File: config.mk
export PLATFORM = sky130hd
export DESIGN_NAME = fcore_logic_arbiter
export DESIGN_NICKNAME = d
export VERILOG_FILES = /design/src/rtl/fcore_isa_pkg.sv /design/src/rtl/fcore_rr_arbiter.sv /design/src/rtl/fcore_logic_arbiter.sv
export SDC_FILE = /design/constraint.sdc
export NUM_CORES = 1
export LEC_CHECK = 0
export ABC_AREA = 1
export CELL_PAD_IN_SITES_DETAIL_PLACEMENT = 0
export CELL_PAD_IN_SITES_GLOBAL_PLACEMENT = 1
export CORE_AREA = 8 8 200 202
export CTS_CLUSTER_SIZE = 30
export DETAILED_ROUTE_END_ITERATION = 8
export DIE_AREA = 0 0 208 210
export PLACE_DENSITY = 0.74
export SLEW_MARGIN = 10
export SYNTH_ARGS = -nofsm -noshare
export SYNTH_HDL_FRONTEND = slang
export SYNTH_SLANG_ARGS = --single-unit
File: constraint.sdc
create_clock -name clock -period 4.9 [get_ports clock]
set_clock_uncertainty 0.1 [all_clocks]
set_input_delay 1.225 -clock clock [delete_from_list [all_inputs] [get_ports clock]]
set_output_delay 1.225 -clock clock [all_outputs]
set_load 0.05 [all_outputs]
File: src/rtl/fcore_isa_pkg.sv
// rtl/fcore_isa_pkg.sv - fCore logic-unit opcode constants, tag type and opcode check
package fcore_isa;

    localparam int unsigned LU_ID_W   = 3;
    localparam int unsigned LU_OP_AND = 0;
    localparam int unsigned LU_OP_OR  = 1;
    localparam int unsigned LU_OP_NOT = 2;
    localparam int unsigned LU_OP_XOR = 6;

    typedef struct packed {
        logic               valid;
        logic [LU_ID_W-1:0] id;
        logic               err;
    } lu_tag_t;

    function automatic logic is_logic_opcode(input int unsigned op);
        return (op == LU_OP_AND) || (op == LU_OP_OR) || (op == LU_OP_NOT) || (op == LU_OP_XOR);
    endfunction

endpackage

File: src/rtl/fcore_rr_arbiter.sv
// rtl/fcore_rr_arbiter.sv - combinational round-robin select starting after rr_ptr_i
module fcore_rr_arbiter #(
    parameter int N_REQ = 4
) (
    input  logic [N_REQ-1:0]         eligible_i,
    input  logic [$clog2(N_REQ)-1:0] rr_ptr_i,
    output logic [N_REQ-1:0]         grant_o,
    output logic [$clog2(N_REQ)-1:0] grant_idx_o,
    output logic                     grant_valid_o
);

    localparam int IDX_W = $clog2(N_REQ);

    always_comb begin
        int                 j;
        logic [IDX_W-1:0]   jj;
        j             = 0;
        jj            = '0;
        grant_o       = '0;
        grant_idx_o   = '0;
        grant_valid_o = 1'b0;
        for (int k = 1; k <= N_REQ; k++) begin
            j  = (int'(rr_ptr_i) + k) % N_REQ;
            jj = IDX_W'(j);
            if (!grant_valid_o && eligible_i[jj]) begin
                grant_valid_o = 1'b1;
                grant_o[jj]   = 1'b1;
                grant_idx_o   = jj;
            end
        end
    end

endmodule

File: src/rtl/fcore_logic_arbiter.sv
// rtl/fcore_logic_arbiter.sv - shares one fCore logic unit between N_REQ issue ports
// Optional perf_grants/perf_stalls counters when FCORE_LOGIC_ARB_PERF_EN is defined.
module fcore_logic_arbiter
    import fcore_isa::*;
#(
    parameter int N_REQ        = 4,
    parameter int DATA_WIDTH   = 32,
    parameter int USER_WIDTH   = 16,
    parameter int OPCODE_WIDTH = 4,
    parameter int LU_LATENCY   = 1
) (
    input  logic                           clock,
    input  logic                           reset,
    input  logic [N_REQ-1:0]               req_valid,
    output logic [N_REQ-1:0]               req_ready,
    input  logic [N_REQ*OPCODE_WIDTH-1:0]  req_opcode,
    input  logic [N_REQ*DATA_WIDTH-1:0]    req_operand_a,
    input  logic [N_REQ*DATA_WIDTH-1:0]    req_operand_b,
    input  logic [N_REQ*USER_WIDTH-1:0]    req_user,
    output logic                           lu_valid,
    output logic [DATA_WIDTH-1:0]          lu_operand_a,
    output logic [DATA_WIDTH-1:0]          lu_operand_b,
    output logic [USER_WIDTH-1:0]          lu_user,
    output logic [OPCODE_WIDTH-1:0]        lu_opcode,
    input  logic                           lu_result_valid,
    input  logic [DATA_WIDTH-1:0]          lu_result_data,
    input  logic [USER_WIDTH-1:0]          lu_result_user,
    output logic [N_REQ-1:0]               rsp_valid,
    output logic [N_REQ-1:0]               rsp_error,
    output logic [DATA_WIDTH-1:0]          rsp_data,
    output logic [USER_WIDTH-1:0]          rsp_user,
`ifdef FCORE_LOGIC_ARB_PERF_EN
    output logic [N_REQ*32-1:0]            perf_grants,
    output logic [N_REQ*32-1:0]            perf_stalls,
`endif
    output logic                           protocol_error
);

    localparam int IDX_W  = $clog2(N_REQ);
    localparam int DEPTH  = LU_LATENCY + 1;
    localparam int MASK_W = $clog2(LU_LATENCY + 2);

    logic [N_REQ-1:0]        pending_q, pending_d, eligible, grant, rsp_onehot;
    logic [IDX_W-1:0]        rr_ptr_q, gnt_idx;
    logic                    hs, legal, mismatch;
    logic [OPCODE_WIDTH-1:0] sel_opcode;
    logic [DATA_WIDTH-1:0]   sel_a, sel_b;
    logic [USER_WIDTH-1:0]   sel_user;
    lu_tag_t                 new_tag, tag_exit;
    lu_tag_t                 tag_q      [DEPTH];
    logic [USER_WIDTH-1:0]   tag_user_q [DEPTH];

    logic                    lu_valid_q;
    logic [DATA_WIDTH-1:0]   lu_a_q, lu_b_q, rsp_data_q;
    logic [USER_WIDTH-1:0]   lu_user_q, rsp_user_q;
    logic [OPCODE_WIDTH-1:0] lu_opcode_q;
    logic [N_REQ-1:0]        rsp_valid_q, rsp_error_q;
    logic                    perr_q;
    logic [MASK_W-1:0]       mask_q;

    assign eligible = req_valid & ~pending_q;

    fcore_rr_arbiter #(.N_REQ(N_REQ)) u_rr (
        .eligible_i    (eligible),
        .rr_ptr_i      (rr_ptr_q),
        .grant_o       (grant),
        .grant_idx_o   (gnt_idx),
        .grant_valid_o (hs)
    );

    assign req_ready  = grant;
    assign sel_opcode = req_opcode[gnt_idx*OPCODE_WIDTH +: OPCODE_WIDTH];
    assign sel_a      = req_operand_a[gnt_idx*DATA_WIDTH +: DATA_WIDTH];
    assign sel_b      = req_operand_b[gnt_idx*DATA_WIDTH +: DATA_WIDTH];
    assign sel_user   = req_user[gnt_idx*USER_WIDTH +: USER_WIDTH];
    assign legal      = is_logic_opcode(32'(sel_opcode));

    always_comb begin
        new_tag.valid = hs;
        new_tag.id    = LU_ID_W'(gnt_idx);
        new_tag.err   = hs & ~legal;
    end

    assign tag_exit   = tag_q[DEPTH-1];
    assign rsp_onehot = tag_exit.valid ? (N_REQ'(1) << tag_exit.id) : '0;
    // Set wins over clear so a same-cycle re-issue keeps the requester blocked.
    assign pending_d  = (pending_q & ~rsp_onehot) | grant;
    assign mismatch   = (lu_result_valid & (~tag_exit.valid | tag_exit.err))
                      | (tag_exit.valid & ~tag_exit.err & ~lu_result_valid);

    always_ff @(posedge clock or negedge reset) begin
        if (!reset) begin
            pending_q   <= '0;
            rr_ptr_q    <= IDX_W'(N_REQ - 1);
            for (int s = 0; s < DEPTH; s++) begin
                tag_q[s]      <= '0;
                tag_user_q[s] <= '0;
            end
            lu_valid_q  <= 1'b0;
            lu_a_q      <= '0;
            lu_b_q      <= '0;
            lu_user_q   <= '0;
            lu_opcode_q <= '0;
            rsp_valid_q <= '0;
            rsp_error_q <= '0;
            rsp_data_q  <= '0;
            rsp_user_q  <= '0;
            perr_q      <= 1'b0;
            mask_q      <= MASK_W'(LU_LATENCY + 1);
        end else begin
            pending_q <= pending_d;
            if (hs) rr_ptr_q <= gnt_idx;
            tag_q[0]      <= new_tag;
            tag_user_q[0] <= sel_user;
            for (int s = 1; s < DEPTH; s++) begin
                tag_q[s]      <= tag_q[s-1];
                tag_user_q[s] <= tag_user_q[s-1];
            end
            lu_valid_q  <= hs & legal;
            lu_a_q      <= (hs & legal) ? sel_a      : '0;
            lu_b_q      <= (hs & legal) ? sel_b      : '0;
            lu_user_q   <= (hs & legal) ? sel_user   : '0;
            lu_opcode_q <= (hs & legal) ? sel_opcode : '0;
            rsp_valid_q <= rsp_onehot;
            rsp_error_q <= tag_exit.err ? rsp_onehot : '0;
            rsp_data_q  <= (tag_exit.valid & ~tag_exit.err) ? lu_result_data : '0;
            rsp_user_q  <= !tag_exit.valid ? '0 :
                           tag_exit.err    ? tag_user_q[DEPTH-1] : lu_result_user;
            // Unit results still draining from before reset are ignored here.
            if (mask_q != '0) mask_q <= mask_q - MASK_W'(1);
            else if (mismatch) perr_q <= 1'b1;
        end
    end

    assign lu_valid       = lu_valid_q;
    assign lu_operand_a   = lu_a_q;
    assign lu_operand_b   = lu_b_q;
    assign lu_user        = lu_user_q;
    assign lu_opcode      = lu_opcode_q;
    assign rsp_valid      = rsp_valid_q;
    assign rsp_error      = rsp_error_q;
    assign rsp_data       = rsp_data_q;
    assign rsp_user       = rsp_user_q;
    assign protocol_error = perr_q;

`ifdef FCORE_LOGIC_ARB_PERF_EN
    for (genvar i = 0; i < N_REQ; i++) begin : g_perf
        logic [31:0] grants_q, stalls_q;
        always_ff @(posedge clock or negedge reset) begin
            if (!reset) begin
                grants_q <= '0;
                stalls_q <= '0;
            end else begin
                if (grant[i] && grants_q != '1) grants_q <= grants_q + 32'd1;
                if (req_valid[i] && !grant[i] && stalls_q != '1) stalls_q <= stalls_q + 32'd1;
            end
        end
        assign perf_grants[i*32 +: 32] = grants_q;
        assign perf_stalls[i*32 +: 32] = stalls_q;
    end
`endif

endmodule

==> run metrics <==
Achievable Freq 226 MHz; Initial Utilization 25.4%; met2 Use GR 32.1%; Avg WL per Cell 19.0 µm; RR Startpoint rr_ptr_q[0]$_DFFE_PN1P_; Hold Path Class reg -> reg; pre-CTS setup slack 458 ps; r2r setup slk 1060 ps; Hold Path Sink tag_exit[1]$_DFF_PN0_; syn nets 1553; Slew HR 28.7%; DRC Markers 0; Final ANT Viol Nets 0; # rows 71; clock sinks 190; Critical Path Most Common Cell nand3_1; number of synthesized register bits 190; Die Ht 210 µm; cts hold-fix bufs 0; H-tree levels 4; fin. max-slew vios 0; Synth Warn # 0; syn_area_per_cell 8.14 µm²; worst path required time 3580 ps; IO Port Bufs 536; Die Wd 208 µm; final hold vios 0; status finished, final reports clean; Nets 2052; initial antenna violation count 9; element type at the critical path end output port; synth unique cells 36; share of cells above drive strength 1 8.29%; # Post-CTS Setup Buffers 0; IO Pins 537; Seq/Total Area, Yosys 50.7%; met3 Use GR 7.87%; CP Cell Sequence clkdlybuf4s50_1 -> nand3_1 -> nand3_1 -> o21ai_4 -> nand3_1 -> inv_1 -> a221oi_1 -> nand2_1 -> buf_12; Starting DRT DRC Count 464; core area 37000 µm²; setup ws final 479 ps; router iterations before antenna repair 5; Mapped Cells 1153; hold path depth 0; worst min-delay path startpoint tag_q[6]$_DFF_PN0_; CP max stage delay 510 ps; CP arrival 3100 ps; CTS tree done; Crit-path slowest cell clkdlybuf4s50_1; min Tclk post-route 4420 ps; Max FO, Critical Path 6; M1 GR Usage 19.1%; largest net degree at the start of global routing 111; Fillers 3686; Setup TNS 0 ps; vias per cell 4.48; total wire length 40700 µm; CTS buffer count 17; commonest non-fill, non-tap cell in the layout clkdlybuf4s50_1; clk_lat worst skew 440 ps; kind of critical path in -> out; post-CTS sizing 0; actual slew at the worst max-slew pin 1070 ps; total track usage 18.1%; first-pass GRT wire length 60900 µm; Max clock buf depth 2; vias 9609; placed instance count 2107; fin crit share 90.2%; filler-free cell count of the finished design 2143; GRT busiest layer met2; unrepaired setup endpoints after global routing false; setup violators final 0; capturing point of the worst reg2reg path lu_operand_a[4]$_DFF_PN0_; die area 43700 µm²; crit start category input port; root buf cell clkbuf_16; Min Hold Slack 250 ps; Max Cap Violations 0; cell area after synthesis 9390 µm²; post-DP HPWL 32400 µm; total grt overflow 0; clk slew on worst S/H paths 70 ps; number of global-route vias before repair 10086; most frequent cells in the layout 531 x clkdlybuf4s50_1, 228 x nor2_1, 187 x dfrtp_1; area grow syn2layout 68.2%; worst reg2reg path depth 15; RD Place Congestion 0.857
## cells in the mapped netlist
library cell / count / area share, %
xnor2_1: 1 / 0.093
nand3_1: 46 / 2.5
a21oi_2: 1 / 0.093
dfrtp_1: 187 / 50
nand2_1: 110 / 4.4
a31oi_1: 1 / 0.067
nor2_2: 59 / 3.9
nand3_2: 3 / 0.32
clkinv_1: 1 / 0.040
dfstp_2: 3 / 0.84
nor3_1: 4 / 0.21
a31o_2: 1 / 0.093
o22ai_1: 64 / 4.3
nand2_2: 5 / 0.33
conb_1: 1 / 0.040
nor2_1: 228 / 9.1
o211ai_1: 4 / 0.32
buf_4: 3 / 0.24
a221oi_1: 4 / 0.37
nand3b_1: 3 / 0.24
nor4_1: 4 / 0.27
nand4_1: 3 / 0.20
clkbuf_1: 33 / 1.3
nand4_4: 1 / 0.23
a21oi_1: 1 / 0.053
o21ai_4: 1 / 0.17
inv_2: 3 / 0.12
nor2_4: 10 / 1.2
buf_6: 7 / 0.84
buf_2: 24 / 1.3
ha_1: 9 / 1.2
buf_12: 2 / 0.43
buf_8: 1 / 0.16
o21ai_0: 163 / 8.7
inv_1: 161 / 6.4
or2_2: 1 / 0.067
## final cells by class
cell class              count  area, µm²  area share (%)
clock inverters            11        120           0.761
flip-flops and latches    190       4760            30.1
repair buffers            550       5590            35.4
multi-input cells         728       3620            22.9
clock buffers              21        470            2.98
inverters                 165        622            3.94
well taps                 474        593            3.76
diodes                      4       10.0          0.0634
## layer usage
| metal | vias to the layer above | wire length, µm |
|---|---|---|
| li1 | 4644 | - |
| met1 | 4518 | 15200 |
| met2 | 397 | 20700 |
| met3 | 44 | 3870 |
| met4 | 6 | 893 |
| met5 | - | 41 |
## how the worst max path moves through the flow
stage	startpoint	end	slack (ps)	depth (start not counted)
2_1_floorplan	req_valid[2]	req_ready[0]	1170	7
3_3_place_gp	req_valid[2]	req_ready[0]	510	9
3_5_place_dp	req_valid[1]	lu_operand_a[4]$_DFF_PN0_	460	15
4_1_cts	req_valid[2]	req_ready[3]	480	9
5_1_grt	req_valid[3]	req_ready[2]	270	9
6_report	req_valid[2]	req_ready[3]	480	9
## per-stage QoR
step,area (µm²),util (%)
final,15800,42.7
after global routing,15800,42.7
after CTS,15800,42.7
after detailed placement,15200,41.1
after global placement,15200,41.1
after floorplan,9390,-
## kinds of logic after synthesis
kind of cell	after synthesis	synth area share, %
AO/OA/AOI/OAI	240	14.1
XOR/XNOR	1	0.0933
adder cells (fa/ha/maj)	9	1.20
buffers and inverters	235	10.9
flip-flops	190	50.7
other	1	0.0400
AND/OR/NAND/NOR	477	23.0
## state kept, by name, summed over array words and instances, names as in the netlist, 2 cells and up
signal and cells:
lu_operand_b 32, rsp_error 4, rr_ptr_q 2, pending_q 4
lu_user 16, tag_user_q 32, lu_operand_a 32, lu_opcode 4
rsp_user 16, rsp_valid 4, rsp_data 32, tag_exit 4
mask_q 2, tag_q 4
## worst max-delay path, delay by kind of cell
family,cells,cell delay (ps)
and+or+nand+nor,4,600
AOI/OAI and AO/OA,2,460
buffers and inverters,3,800
Power is not shown: default switching activity piles up to over one toggle a cycle in this logic, so the estimate is an artifact.
